--- src/rtl/dmem_arbiter_if.sv ---
// Request/acknowledge and memory-side bundle for the two-port data memory arbiter.
// The arbiter takes the slave view; requesters and the memory take the master view.
interface dmem_arbiter_if #(
  parameter int ADDR_W = 64,
  parameter int DATA_W = 64
);
  logic              req0;
  logic              req1;
  logic              we0;
  logic              we1;
  logic [ADDR_W-1:0] addr0;
  logic [ADDR_W-1:0] addr1;
  logic [DATA_W-1:0] wdata0;
  logic [DATA_W-1:0] wdata1;
  logic              ack0;
  logic              ack1;
  logic [DATA_W-1:0] rdata;
  logic              busy;
  logic [ADDR_W-1:0] mem_addr;
  logic [DATA_W-1:0] mem_wdata;
  logic              mem_write;
  logic              mem_read;
  logic [DATA_W-1:0] mem_rdata;

  modport slave (
    input  req0, req1, we0, we1, addr0, addr1, wdata0, wdata1, mem_rdata,
    output ack0, ack1, rdata, busy, mem_addr, mem_wdata, mem_write, mem_read
  );

  modport master (
    output req0, req1, we0, we1, addr0, addr1, wdata0, wdata1, mem_rdata,
    input  ack0, ack1, rdata, busy, mem_addr, mem_wdata, mem_write, mem_read
  );
endinterface

--- src/rtl/dmem_arbiter.sv ---
// Two-port arbiter for a single-ported data memory: IDLE -> ISSUE -> RESP per access.
// Define ARB_FIXED_PRIO_EN for fixed priority (port 0 wins); default is round-robin.
module dmem_arbiter #(
  parameter int ADDR_W = 64,
  parameter int DATA_W = 64
) (
  input logic           clk,
  input logic           reset,
  dmem_arbiter_if.slave bus
);

  typedef enum logic [1:0] {
    IDLE  = 2'd0,
    ISSUE = 2'd1,
    RESP  = 2'd2
  } state_t;

  state_t            state_r;
  logic              gid_r;
  logic              we_r;
  logic              ack0_r;
  logic              ack1_r;
  logic              busy_r;
  logic              mem_write_r;
  logic              mem_read_r;
  logic [ADDR_W-1:0] mem_addr_r;
  logic [DATA_W-1:0] mem_wdata_r;
  logic [DATA_W-1:0] rdata_s;
  logic              win_s;
  logic              sel_we_s;
  logic [ADDR_W-1:0] sel_addr_s;
  logic [DATA_W-1:0] sel_wdata_s;
`ifndef ARB_FIXED_PRIO_EN
  logic              last_r;
`endif

  // Winner selection for the grant edge
  always_comb begin
    win_s = 1'b0;
`ifdef ARB_FIXED_PRIO_EN
    if (bus.req0) begin
      win_s = 1'b0;
    end else begin
      win_s = 1'b1;
    end
`else
    if (bus.req0 && bus.req1) begin
      win_s = ~last_r;
    end else if (bus.req1) begin
      win_s = 1'b1;
    end else begin
      win_s = 1'b0;
    end
`endif
  end

  // Mux of the winning port's request fields
  always_comb begin
    sel_we_s    = 1'b0;
    sel_addr_s  = '0;
    sel_wdata_s = '0;
    if (win_s) begin
      sel_we_s    = bus.we1;
      sel_addr_s  = bus.addr1;
      sel_wdata_s = bus.wdata1;
    end else begin
      sel_we_s    = bus.we0;
      sel_addr_s  = bus.addr0;
      sel_wdata_s = bus.wdata0;
    end
  end

  // Arbitration FSM with registered handshake and memory controls
  always_ff @(posedge clk or posedge reset) begin
    if (reset) begin
      state_r     <= IDLE;
      gid_r       <= 1'b0;
      we_r        <= 1'b0;
      ack0_r      <= 1'b0;
      ack1_r      <= 1'b0;
      busy_r      <= 1'b0;
      mem_write_r <= 1'b0;
      mem_read_r  <= 1'b0;
      mem_addr_r  <= '0;
      mem_wdata_r <= '0;
`ifndef ARB_FIXED_PRIO_EN
      last_r      <= 1'b1;
`endif
    end else begin
      case (state_r)
        IDLE: begin
          if (bus.req0 || bus.req1) begin
            // mem_addr/mem_wdata double as the latched request copy
            state_r     <= ISSUE;
            gid_r       <= win_s;
            we_r        <= sel_we_s;
            mem_addr_r  <= sel_addr_s;
            mem_wdata_r <= sel_wdata_s;
            mem_write_r <= sel_we_s;
            mem_read_r  <= ~sel_we_s;
            busy_r      <= 1'b1;
`ifndef ARB_FIXED_PRIO_EN
            last_r      <= win_s;
`endif
          end else begin
            state_r <= IDLE;
          end
        end
        ISSUE: begin
          state_r     <= RESP;
          mem_write_r <= 1'b0;
          mem_read_r  <= 1'b0;
          ack0_r      <= ~gid_r;
          ack1_r      <= gid_r;
        end
        RESP: begin
          state_r <= IDLE;
          ack0_r  <= 1'b0;
          ack1_r  <= 1'b0;
          busy_r  <= 1'b0;
        end
        default: begin
          state_r     <= IDLE;
          ack0_r      <= 1'b0;
          ack1_r      <= 1'b0;
          busy_r      <= 1'b0;
          mem_write_r <= 1'b0;
          mem_read_r  <= 1'b0;
        end
      endcase
    end
  end

  // Memory read data is already registered, so it passes straight through in RESP
  always_comb begin
    rdata_s = '0;
    if ((state_r == RESP) && !we_r) begin
      rdata_s = bus.mem_rdata;
    end else begin
      rdata_s = '0;
    end
  end

  assign bus.ack0      = ack0_r;
  assign bus.ack1      = ack1_r;
  assign bus.busy      = busy_r;
  assign bus.rdata     = rdata_s;
  assign bus.mem_addr  = mem_addr_r;
  assign bus.mem_wdata = mem_wdata_r;
  assign bus.mem_write = mem_write_r;
  assign bus.mem_read  = mem_read_r;

endmodule


--- src/flat_wrapper.sv ---
// flat-port wrapper written by rule: the top's interface ports become plain ports
module dmem_arbiter_flat 
#(
  parameter int ADDR_W = 64,
  parameter int DATA_W = 64
)
  (clk, reset, bus_req0, bus_req1, bus_we0, bus_we1, bus_addr0, bus_addr1, bus_wdata0, bus_wdata1, bus_mem_rdata, bus_ack0, bus_ack1, bus_rdata, bus_busy, bus_mem_addr, bus_mem_wdata, bus_mem_write, bus_mem_read);
  dmem_arbiter_if #(.ADDR_W(ADDR_W), .DATA_W(DATA_W)) bus_i ();
  input logic clk;
  input logic reset;
  input wire logic [$bits(bus_i.req0)-1:0] bus_req0;
  input wire logic [$bits(bus_i.req1)-1:0] bus_req1;
  input wire logic [$bits(bus_i.we0)-1:0] bus_we0;
  input wire logic [$bits(bus_i.we1)-1:0] bus_we1;
  input wire logic [$bits(bus_i.addr0)-1:0] bus_addr0;
  input wire logic [$bits(bus_i.addr1)-1:0] bus_addr1;
  input wire logic [$bits(bus_i.wdata0)-1:0] bus_wdata0;
  input wire logic [$bits(bus_i.wdata1)-1:0] bus_wdata1;
  input wire logic [$bits(bus_i.mem_rdata)-1:0] bus_mem_rdata;
  output wire logic [$bits(bus_i.ack0)-1:0] bus_ack0;
  output wire logic [$bits(bus_i.ack1)-1:0] bus_ack1;
  output wire logic [$bits(bus_i.rdata)-1:0] bus_rdata;
  output wire logic [$bits(bus_i.busy)-1:0] bus_busy;
  output wire logic [$bits(bus_i.mem_addr)-1:0] bus_mem_addr;
  output wire logic [$bits(bus_i.mem_wdata)-1:0] bus_mem_wdata;
  output wire logic [$bits(bus_i.mem_write)-1:0] bus_mem_write;
  output wire logic [$bits(bus_i.mem_read)-1:0] bus_mem_read;
  assign bus_i.req0 = bus_req0;
  assign bus_i.req1 = bus_req1;
  assign bus_i.we0 = bus_we0;
  assign bus_i.we1 = bus_we1;
  assign bus_i.addr0 = bus_addr0;
  assign bus_i.addr1 = bus_addr1;
  assign bus_i.wdata0 = bus_wdata0;
  assign bus_i.wdata1 = bus_wdata1;
  assign bus_i.mem_rdata = bus_mem_rdata;
  assign bus_ack0 = bus_i.ack0;
  assign bus_ack1 = bus_i.ack1;
  assign bus_rdata = bus_i.rdata;
  assign bus_busy = bus_i.busy;
  assign bus_mem_addr = bus_i.mem_addr;
  assign bus_mem_wdata = bus_i.mem_wdata;
  assign bus_mem_write = bus_i.mem_write;
  assign bus_mem_read = bus_i.mem_read;
  dmem_arbiter #(.ADDR_W(ADDR_W), .DATA_W(DATA_W)) u_core (.clk(clk), .reset(reset), .bus(bus_i));
endmodule
--- config.mk ---
export PLATFORM = sky130hd
export DESIGN_NAME = dmem_arbiter_flat
export DESIGN_NICKNAME = d
export VERILOG_FILES = /design/src/rtl/dmem_arbiter_if.sv /design/src/rtl/dmem_arbiter.sv /design/src/flat_wrapper.sv
export SDC_FILE = /design/constraint.sdc
export NUM_CORES = 1
export LEC_CHECK = 0
export ABC_AREA = 1
export ABC_CLOCK_PERIOD_IN_PS = 3900
export CORE_AREA = 2 2 201 203
export CTS_CLUSTER_SIZE = 25
export DETAILED_ROUTE_END_ITERATION = 16
export DIE_AREA = 0 0 203 205
export DONT_BUFFER_PORTS = 1
export GPL_TIMING_DRIVEN = 0
export PLACE_DENSITY_LB_ADDON = 0.25
export SYNTH_ARGS = -nofsm -noshare
export SYNTH_HDL_FRONTEND = slang
export SYNTH_SLANG_ARGS = --single-unit
--- constraint.sdc ---
create_clock -name clk -period 3.9 [get_ports clk]
set_input_delay 0.585 -clock clk [delete_from_list [all_inputs] [get_ports clk]]
set_output_delay 0.585 -clock clk [all_outputs]
set_load 0.01 [all_outputs]
==> summary.md, run 1 <==
| Metric | Value |
|---|---|
| Max cap viols | `0` |
| Placement Rows | `73` |
| P&R area growth vs syn | `15.9%` |
| Synth Area in Compound Gates | `0.245%` |
| Crit path max fanout | `10` |
| Sequential area share after synthesis | `a little over two fifths` |
| Syn nets | `1605` |
| Simple-Gate Fraction of Synth Area | `37.8%` |
| Min-Delay Path Class | `in2async` |
| First DRT Iteration DRCs | `421` |
| Worst EP required | `3.31 ns` |
| Starting density of the core | `20.7%` |
| Synth cell types | `17` |
| Maximum clock path buffer count | `2` |
| Clk sink count | `approximately 140` |
| PortBufs | `0` |
| TritonCTS clock tree | `built` |
| Critical Path Start Type | `flip-flop` |
| Largest family of logic cells by synthesized area | `simple AND/OR/NAND/NOR gates` |
| Final-report hold violation count | `0` |
| CP Class | `reg2out` |
| Post-CTS Setup Bufs | `0` |
| Die Wd | `203 microns` |
| Chip height | `205 microns` |
| Layout cell share with drive strength beyond 1 | `6.70%` |
| Post-DP HPWL | `between 20 and 30 mm` |
| Synth Area in XOR/XNOR | `0%` |
| CTS Buf Count | `17` |
| Synth warnings | `0` |
| FF-to-FF path depth | `7` |
| Worst-Skew Late Latency | `between 0.4 and 0.5 ns` |
| Reg-to-Reg Start | `u_core.last_r` |
| Achievable frequency | `373 MHz` |
| Initial antenna violation count | `1` |
| Synthesized flop and latch total | `138` |
| Final #Nets | `around 1600` |
| Mapped Area | `8170 sq um` |
| Status | `complete, no violations` |
| Vias in the first global route | `7696` |
| Antenna viol nets, final | `0` |
| Pin count of the biggest net entering global routing | `38` |
| Hold slack | `0.149 ns` |
| # diodes | `0` |
| Clk_skew | `~0.0084 ns` |
| Worst-margin pin slew | `roughly 0.8 ns` |
| Setup violations, final | `0` |
| Die area | `41600 sq um` |
| Global router's overall resource usage | `15.3%` |
| Worst Setup End Kind | `primary output` |
| Worst R2R Setup Slack | `1.95 ns` |
| Reg2Reg Capture Point | `u_core.bus.mem_wdata[31]` |
| Cells after Synth | `between 1000 and 1500` |
| Post-Synth Adder-Cell Area | `0%` |
| Critical path origin | `u_core.state_r[0]` |
| Gp weighted congestion | `0.845` |
| DRC | `0` |
| Mapped Avg Cell Area | `6.38 sq um` |
| Post-CTS Hold Fix Bufs | `0` |
| Final Cycle Share | `between 60 and 70%` |
| WL final | `33.1 mm` |
| Peak VDD IR | `0.246 mV` |
| Max-slew headroom | `approximately 47%` |
| P per Cell Area | `758 nW/um^2` |
| Wire per inst | `18.0 microns` |
| First-pass iteration count of the detailed router | `5` |
| H-tree levels | `4` |
| WP data arrival | `2.09 ns` |
| Tot Pwr | `7.17 mW` |
| First-pass GRT wire length | `about 47 mm` |
| Leak | `a little under 6 nW` |
| Io pins | `523` |
| Vias per std cell | `about 4.3` |
| Root Driver | `clkbuf_16` |
| Sum Neg Setup Slack | `0 ns` |
| RSZ-0062 raised after global routing | `no` |
| Fin. max-slew vios | `0` |
| # resized after CTS | `0` |
| Mux cell area share after synthesis | `0%` |
| GRT overflow | `0` |
| CTS clock-pin slew for the worst setup and hold paths | `0.06 ns` |
| Vias | `7887` |
| Post-route minimum period | `2.68 ns` |
| CORE AREA | `between 30000 and 40000 sq um` |
==> synth_stat cells <==
cell / count / area [sq um]
dfstp_2: 1 / 26.3
inv_2: 1 / 3.75
o21ai_0: 4 / 20.0
clkbuf_1: 21 / 78.8
nor2_1: 65 / 244
nor2_4: 1 / 11.3
inv_1: 327 / 1230
dfrtp_1: 137 / 3430
nand2_1: 399 / 1500
nor2_2: 1 / 6.26
nand3b_1: 1 / 7.51
buf_2: 44 / 220
buf_1: 8 / 30.0
buf_4: 4 / 30.0
nand2_2: 1 / 6.26
buf_6: 1 / 11.3
nand3_1: 263 / 1320
==> power by group <==
| group | leakage [nW] | switching (mW) | internal [mW] | total (mW) |
|---|---|---|---|---|
| sequential | 1.67 | 0.986 | 2.17 | 3.15 |
| combinational | 3.83 | 1.64 | 0.747 | 2.38 |
| clock | 0.272 | 0.692 | 0.947 | 1.64 |
| total | 5.77 | 3.31 | 3.86 | 7.17 |
==> layer usage <==
| metal | GRT usage [%] | part of all wire, % | up-vias |
|---|---|---|---|
| li1 | - | - | 3779 |
| met1 | 16.4 | 37 | 3679 |
| met2 | 27.5 | 52 | 375 |
| met3 | 4.87 | 7.7 | 54 |
| met4 | 7.04 | 3.6 | 0 |
| met5 | 0 | 0 | - |
==> cell usage in the layout (no fill, tap or decap), drive strengths merged <==
| master | instances |
|---|---|
| nor2 | 67 |
| buf | 60 |
| o21ai | 4 |
| nand3 | 263 |
| clkinv | 2 |
| nand2 | 400 |
| dfstp | 1 |
| bufinv | 1 |
| clkbuf | 44 |
| inv | 329 |
| dfrtp | 137 |
| clkinvlp | 5 |
| nand3b | 1 |
==> logic make-up after synthesis <==
kind of cell / after synthesis
and+or+nand+nor: 731
buffers and inverters: 406
DFF: 138
AOI/OAI and AO/OA: 4
==> critical path, stage by stage, from the launching register on <==
cell,delay (ns)
dfrtp_1,0.42
inv_1,0.15
nand3b_1,0.16
clkbuf_1,0.27
buf_2,0.26
nor2_1,0.39
==> how the worst max path moves through the flow <==
stage	endpoint	slack, ns
final	bus_rdata[6]	1.22
after global routing	bus_rdata[6]	1.00
after CTS	bus_rdata[6]	1.05
after detailed placement	bus_rdata[6]	1.57
after global placement	u_core.bus.mem_wdata[37]	0.44
after floorplan	u_core.bus.ack0	1.59
==> layout make-up <==
class                   count  area (sq um)
fillers                  4466         29900
flip-flops and latches    138          3450
multi-input cells         735          3110
inverters                 328          1230
well taps                 525           657
clock buffers              23           488
plain buffers              78           370
clock inverters             9          87.6
repair buffers              3          60.1
==> state kept, by name (all words and copies together), names as in the netlist <==
register / cells
u_core.bus.mem_addr: 64
u_core.bus.mem_wdata: 64
u_core.state_r: 2
u_core.bus.ack0: 1
u_core.bus.ack1: 1
u_core.bus.busy: 1
u_core.bus.mem_read: 1
u_core.bus.mem_write: 1
u_core.gid_r: 1
u_core.last_r: 1
u_core.we_r: 1
==> through the flow <==
step	util (%)	setup slack [ns]	cells	cell area (sq um)
global route	24.0	1.00	1839	9460
finish	24.0	1.22	1839	9460
floorplan	-	1.59	1279	8170
global placement	22.4	0.440	1804	8830
CTS	24.0	1.05	1839	9460
detailed placement	22.6	1.57	1807	8890
No activity file was read; power rests on OpenSTA's default activity.
==> run 2, diff against run 1 <==
--- a/config.mk
+++ b/config.mk
@@ -6,7 +6,7 @@
 export NUM_CORES = 1
 export LEC_CHECK = 0
 export ABC_AREA = 1
-export ABC_CLOCK_PERIOD_IN_PS = 3900
+export ABC_CLOCK_PERIOD_IN_PS = 2700
 export CORE_AREA = 2 2 201 203
 export CTS_CLUSTER_SIZE = 25
 export DETAILED_ROUTE_END_ITERATION = 16
==> constraint.sdc (replaced) <==
create_clock -name clk -period 2.7 [get_ports clk]
set_input_delay 0.405 -clock clk [delete_from_list [all_inputs] [get_ports clk]]
set_output_delay 0.405 -clock clk [all_outputs]
set_load 0.01 [all_outputs]
==> summary.md, run 2 (same netlist as run 1, synthesis figures left out) <==
| Metric | Value |
|---|---|
| Status | `complete, no violations (unchanged)` |
| Critical Path Start Type | `flip-flop (unchanged)` |
| Post-DP Area | `8890 sq um (unchanged)` |
| Initial antenna violation count | `1 (unchanged)` |
| Setup violations, final | `0 (unchanged)` |
| Place WS | `0.548 ns (was 1.57 ns)` |
| Setup ws final | `0.226 ns (was 1.22 ns)` |
| Leak | `5.78 nW (was 5.77 nW)` |
| Final #Nets | `1628 (was 1627)` |
| Final Cycle Share | `91.6%` |
| GRT overflow | `0 (unchanged)` |
| Final Non-Filler Cells | `1840 (was 1839)` |
| Die area | `41600 sq um (unchanged)` |
| P per Cell Area | `1090 nW/um^2 (was 758 nW/um^2)` |
| TritonCTS clock tree | `built (unchanged)` |
| Global router's overall resource usage | `15.3% (about the same)` |
| Max-slew headroom | `46.4% (was 46.8%)` |
| Starting density of the core | `20.7% (unchanged)` |
| Vias | `7923 (was 7887)` |
| Final-report hold violation count | `0 (unchanged)` |
| H-tree levels | `4 (unchanged)` |
| Most frequent cells in the layout | `nand2_1, inv_1, nand3_1, dfrtp_1, nor2_1 (unchanged)` |
| Peak VDD IR | `0.356 mV (was 0.246 mV)` |
| Worst-Skew Late Latency | `0.45 ns (about the same)` |
| PortBufs | `0 (unchanged)` |
| Root Driver | `clkbuf_16 (unchanged)` |
| Min-Delay Path Class | `in2reg (was in2async)` |
| GRT met2 Usage | `27.5% (unchanged)` |
| Hold endpoint | `u_core.bus.mem_read` |
| Placed insts | `1807 (unchanged)` |
| Wire per inst | `18.0 microns (about the same)` |
| DRC | `0 (unchanged)` |
| RSZ-0062 raised after global routing | `no (unchanged)` |
| Fillers | `4466 (unchanged)` |
| Global Route met3 Usage | `4.87% (unchanged)` |
| Reg2Reg Capture Point | `u_core.bus.mem_wdata[27] (was u_core.bus.mem_wdata[31])` |
| Max cap viols | `0 (unchanged)` |
| CTS clock-pin slew for the worst setup and hold paths | `0.06 ns (about the same)` |
| Design area | `9470 sq um (was 9460 sq um)` |
| Crit path max fanout | `10 (unchanged)` |
| Sequential Area | `3450 sq um (unchanged)` |
| Worst EP required | `2.30 ns (was 3.31 ns)` |
| First-pass GRT wire length | `46.7 mm (about the same)` |
| Internal power | `5.58 mW (was 3.86 mW)` |
| Reg-to-Reg Start | `u_core.last_r (unchanged)` |
| CTS Buf Count | `17 (unchanged)` |
| GR Util met1 | `16.4% (about the same)` |
| Post-DP HPWL | `26.6 mm (unchanged)` |
| P&R area growth vs syn | `16.0% (was 15.9%)` |
| Fin. max-slew vios | `0 (unchanged)` |
| Sequential power share | `43.9% (about the same)` |
| Hold_sp | `bus_we0` |
| Crit-path cells | `inv_1 -> nand3b_1 -> clkbuf_1 -> buf_2 -> nor2_1 (unchanged)` |
| Hold Crit Depth | `3` |
| Pin count of the biggest net entering global routing | `38 (unchanged)` |
| Post-CTS Setup Bufs | `0 (unchanged)` |
| WL final | `33.1 mm (about the same)` |
| Maximum clock path buffer count | `2 (unchanged)` |
| FF-to-FF path depth | `7 (unchanged)` |
| Worst Setup End Kind | `primary output (unchanged)` |
| Vias per std cell | `4.31 (was 4.29)` |
| Gr busiest metal | `met2 (unchanged)` |
| Die Wd | `203 microns (unchanged)` |
| Vias in the first global route | `7699 (was 7696)` |
| Chip height | `205 microns (unchanged)` |
| NetSw | `4.79 mW (was 3.31 mW)` |
| Achievable frequency | `404 MHz` |
| Net Sw Frac | `46.2% (about the same)` |
| CORE AREA | `39400 sq um (unchanged)` |
| First DRT Iteration DRCs | `419 (was 421)` |
| CP Class | `reg2out (unchanged)` |
| Antenna viol nets, final | `0 (unchanged)` |
| Post-route minimum period | `around 2.5 ns` |
| Slowest cell delay on critical path | `0.42 ns (about the same)` |
| Io pins | `523 (unchanged)` |
| # diodes | `0 (unchanged)` |
| Clk sink count | `138 (unchanged)` |
| Placement Rows | `73 (unchanged)` |
| Most common cell after layout, fill and taps aside | `nand2_1 (unchanged)` |
| Worst-margin pin slew | `0.802 ns (was 0.796 ns)` |
| Gp weighted congestion | `0.845 (unchanged)` |
| Clk_skew | `0.00860 ns (was 0.00838 ns)` |
| Cell family with most CP delay | `buffers and inverters (unchanged)` |
| Bufs and invs on worst path | `3 (unchanged)` |
| First-pass iteration count of the detailed router | `5 (unchanged)` |
| Logic pwr share | `33.3% (was 33.2%)` |
| Area of the multi-input gates | `3110 sq um (about the same)` |
| Cell at the slowest stage of the critical path | `dfrtp_1 (unchanged)` |
| Layout cell share with drive strength beyond 1 | `6.77% (was 6.70%)` |
| WP data arrival | `2.07 ns (was 2.09 ns)` |
| Clock network fraction of total power | `22.8% (about the same)` |
| Worst R2R Setup Slack | `0.75 ns (was 1.95 ns)` |
| Final Util | `24.1% (was 24.0%)` |
run 2: cell count changes in the layout (fill, tap and decap cells not counted), sizes merged:
cell	change
dlygate4sd3	+1
run 2: cell type report:
class	count	share of cell area, %
clock buffer	23	5.15
buffer	78	3.91
inverter	328	13.0
clock inverter	9	0.924
timing repair buffer	4	0.740
multi-input combinational	735	32.8
sequential	138	36.5
tap	525	6.93
run 2: worst max-delay path by stage:
stage / startpoint / to / slack [ns] / cells after the start
after floorplan: reset / u_core.bus.ack0 / 0.57 / 1
after global placement: reset / u_core.bus.mem_wdata[37] / -0.58 / 1
after detailed placement: u_core.state_r[0] / bus_rdata[6] / 0.55 / 5
after CTS: u_core.state_r[0] / bus_rdata[6] / 0.03 / 5
after global routing: u_core.state_r[0] / bus_rdata[55] / 0.03 / 5
final: u_core.state_r[0] / bus_rdata[62] / 0.23 / 5
run 2: worst min-delay path, stage by stage:
cell and delay (ns):
nand2_1 0.03, nand3_1 0.08, nand2_1 0.05
run 2: layer usage:
| layer | wire, microns | vias up |
|---|---|---|
| met2 | 17200 | 373 |
| li1 | - | 3780 |
| met4 | 1170 | 0 |
| met3 | 2510 | 48 |
| met5 | 0 | - |
| met1 | 12300 | 3722 |
run 2: metrics by stage:
step                      power (mW)  TNS (ns)  hold WS, ns
after floorplan                 6.70         0        0.436
after global placement          8.08    -75.03        0.445
after detailed placement        8.13         0        0.461
after CTS                       10.6         0        0.116
after global routing            11.2         0        0.134
final                           10.4         0        0.160
run 2: what timing repair did:
item,in CTS,in global routing
setup endpoints to repair,0,1
resized for setup,0,1
hold endpoints to repair,30,0
hold buffers,1,0
run 2: power by group through the flow:
stage                     registers [mW]  logic [mW]  clock network, mW
after floorplan                     4.15        2.55                  0
after global placement              4.63        3.45                  0
after detailed placement            4.61        3.52                  0
after CTS                           4.60        3.52               2.48
after global routing                4.69        3.98               2.56
final                               4.55        3.45               2.37
==> run 3, diff against run 2 <==
--- a/config.mk
+++ b/config.mk
@@ -7,10 +7,10 @@
 export LEC_CHECK = 0
 export ABC_AREA = 1
 export ABC_CLOCK_PERIOD_IN_PS = 2700
-export CORE_AREA = 2 2 201 203
+export CORE_AREA = 2 2 202 204
 export CTS_CLUSTER_SIZE = 25
 export DETAILED_ROUTE_END_ITERATION = 16
-export DIE_AREA = 0 0 203 205
+export DIE_AREA = 0 0 204 206
 export DONT_BUFFER_PORTS = 1
 export GPL_TIMING_DRIVEN = 0
 export PLACE_DENSITY_LB_ADDON = 0.25
==> summary.md, run 3 (same netlist as run 1, synthesis figures left out) <==
| Metric | Value |
|---|---|
| CTS Buf Count | `17 (unchanged)` |
| Status | `complete, no violations (unchanged)` |
| Critical path origin | `u_core.state_r[0] (unchanged)` |
| First-pass GRT wire length | `44.8 mm (was 46.7 mm)` |
| Final-report hold violation count | `0 (unchanged)` |
| Placement Rows | `74 (was 73)` |
| Worst-Skew Late Latency | `0.47 ns (was 0.45 ns)` |
| Die Wd | `204 microns (was 203 microns)` |
| Crit path max fanout | `10 (unchanged)` |
| Reg2Reg Capture Point | `u_core.bus.mem_wdata[28] (was u_core.bus.mem_wdata[27])` |
| CP Class | `reg2out (unchanged)` |
| Post-DP HPWL | `25.8 mm (was 26.6 mm)` |
| Peak VDD IR | `0.506 mV (was 0.356 mV)` |
| Io pins | `523 (unchanged)` |
| Worst EP required | `2.30 ns (about the same)` |
| Max-slew headroom | `52.1% (was 46.4%)` |
| Achievable frequency | `397 MHz (was 404 MHz)` |
| Worst Setup End Kind | `primary output (unchanged)` |
| Place WS | `0.598 ns (was 0.548 ns)` |
| FF-to-FF path depth | `7 (unchanged)` |
| Hold endpoint | `u_core.bus.mem_read (unchanged)` |
| Tot Pwr | `10.4 mW (about the same)` |
| RSZ-0062 raised after global routing | `no (unchanged)` |
| Setup violations, final | `0 (unchanged)` |
| Fin. max-slew vios | `0 (unchanged)` |
| Final Cycle Share | `93.4% (was 91.6%)` |
| P&R area growth vs syn | `16.5% (was 16.0%)` |
| Setup ws final | `0.179 ns (was 0.226 ns)` |
| Die area | `42000 sq um (was 41600 sq um)` |
| Maximum clock path buffer count | `2 (unchanged)` |
| Design area | `9510 sq um (was 9470 sq um)` |
| Post-route minimum period | `2.52 ns (was 2.47 ns)` |
| Vias per std cell | `4.29 (was 4.31)` |
| Critical Path Start Type | `flip-flop (unchanged)` |
| Wire per inst | `17.3 microns (was 18.0 microns)` |
| Hold_sp | `bus_we0 (unchanged)` |
| First-pass iteration count of the detailed router | `5 (unchanged)` |
| DRC | `0 (unchanged)` |
| First DRT Iteration DRCs | `417 (was 419)` |
| Most frequent cells in the layout | `nand2_1, inv_1, nand3_1, dfrtp_1, nor2_1 (unchanged)` |
| Worst-margin pin slew | `0.718 ns (was 0.802 ns)` |
| Max cap viols | `0 (unchanged)` |
| # resized after CTS | `0 (unchanged)` |
| Clk_skew | `0.0108 ns (was 0.00860 ns)` |
| Initial antenna violation count | `2 (was 1)` |
| Most common cell after layout, fill and taps aside | `nand2_1 (unchanged)` |
| Post-DP Area | `8890 sq um (about the same)` |
| Leak | `5.80 nW (was 5.78 nW)` |
| Vias in the first global route | `7382 (was 7699)` |
| Hold Crit Depth | `3 (unchanged)` |
| Chip height | `206 microns (was 205 microns)` |
| Gp weighted congestion | `0.815 (was 0.845)` |
| WL final | `32.0 mm (was 33.1 mm)` |
| Post-CTS Setup Bufs | `0 (unchanged)` |
| Starting density of the core | `20.3% (was 20.7%)` |
| PortBufs | `0 (unchanged)` |
| CORE AREA | `40200 sq um (was 39400 sq um)` |
| Root Driver | `clkbuf_16 (unchanged)` |
| Vias | `7942 (was 7923)` |
| P per Cell Area | `1100 nW/um^2 (was 1090 nW/um^2)` |
| GRT overflow | `0 (unchanged)` |
| Clk sink count | `138 (unchanged)` |
| Post-CTS Hold Fix Bufs | `1 (unchanged)` |
| Worst R2R Setup Slack | `0.74 ns (was 0.75 ns)` |
| Pin count of the biggest net entering global routing | `40 (was 38)` |
| Global router's overall resource usage | `14.8% (was 15.3%)` |
| CTS clock-pin slew for the worst setup and hold paths | `0.06 ns (about the same)` |
| Sum Neg Setup Slack | `0 ns (unchanged)` |
| Final #Nets | `1628 (unchanged)` |
| Antenna viol nets, final | `0 (unchanged)` |
| H-tree levels | `4 (unchanged)` |
| Reg-to-Reg Start | `u_core.last_r (unchanged)` |
| Final Util | `23.7% (was 24.1%)` |
| Layout cell share with drive strength beyond 1 | `6.46% (was 6.77%)` |
| Min-Delay Path Class | `in2reg (unchanged)` |
| TritonCTS clock tree | `built (unchanged)` |
| WP data arrival | `2.12 ns (was 2.07 ns)` |
run 3: cell types whose count changed in the layout (fill, tap and decap cells not counted):
cell        before  now
bufinv_16        1    3
clkbuf_1        23   26
clkbuf_8         4    3
clkinv_2         2    3
clkinv_4         0    1
clkinvlp_4       5    1
diode_2          0    3
inv_6            2    0
nor2_1          64   65
nor2_2           2    1
run 3: area by class of cell:
class / instances / area (sq um)
Buffer: 78 / 370
Fill cell: 4593 / 30700
Sequential cell: 138 / 3450
Timing Repair Buffer: 4 / 70.1
Inverter: 328 / 1230
Antenna cell: 3 / 7.51
Clock inverter: 7 / 114
Clock buffer: 25 / 485
Tap cell: 532 / 666
Multi-Input combinational cell: 735 / 3110
run 3: worst max-delay path: stages, from the launching register on:
cell and delay (ns):
dfrtp_1 0.41, inv_1 0.13, nand3b_1 0.15, clkbuf_1 0.29, buf_2 0.26, nor2_1 0.40
run 3: layer usage:
layer  track usage, %  share of wire (%)  up-vias
li1                 -                  -     3798
met3             5.17                7.3       50
met4             7.79                3.8        0
met1             15.9                 38     3750
met2             25.5                 51      344
met5                0                  0        -
run 3: power by group:
group / switching, mW / internal (mW)
sequential: 1.42 / 3.13
clock: 0.959 / 1.52
combinational: 2.32 / 1.08
run 3: how the worst max path moves through the flow:
stage                          endpoint  slack (ns)  cells past startpoint
2_1_floorplan           u_core.bus.ack0        0.57                      1
3_3_place_gp   u_core.bus.mem_wdata[40]       -0.52                      1
3_5_place_dp              bus_rdata[45]        0.60                      5
4_1_cts                   bus_rdata[45]        0.05                      5
5_1_grt                   bus_rdata[45]        0.01                      5
6_report                  bus_rdata[62]        0.18                      5
run 3: stage by stage:
| stage | hold WS, ns | instances |
|---|---|---|
| 2_1_floorplan | 0.436 | 1279 |
| 3_3_place_gp | 0.449 | 1811 |
| 3_5_place_dp | 0.433 | 1814 |
| 4_1_cts | 0.0889 | 1847 |
| 5_1_grt | 0.122 | 1849 |
| 6_report | 0.124 | 1850 |
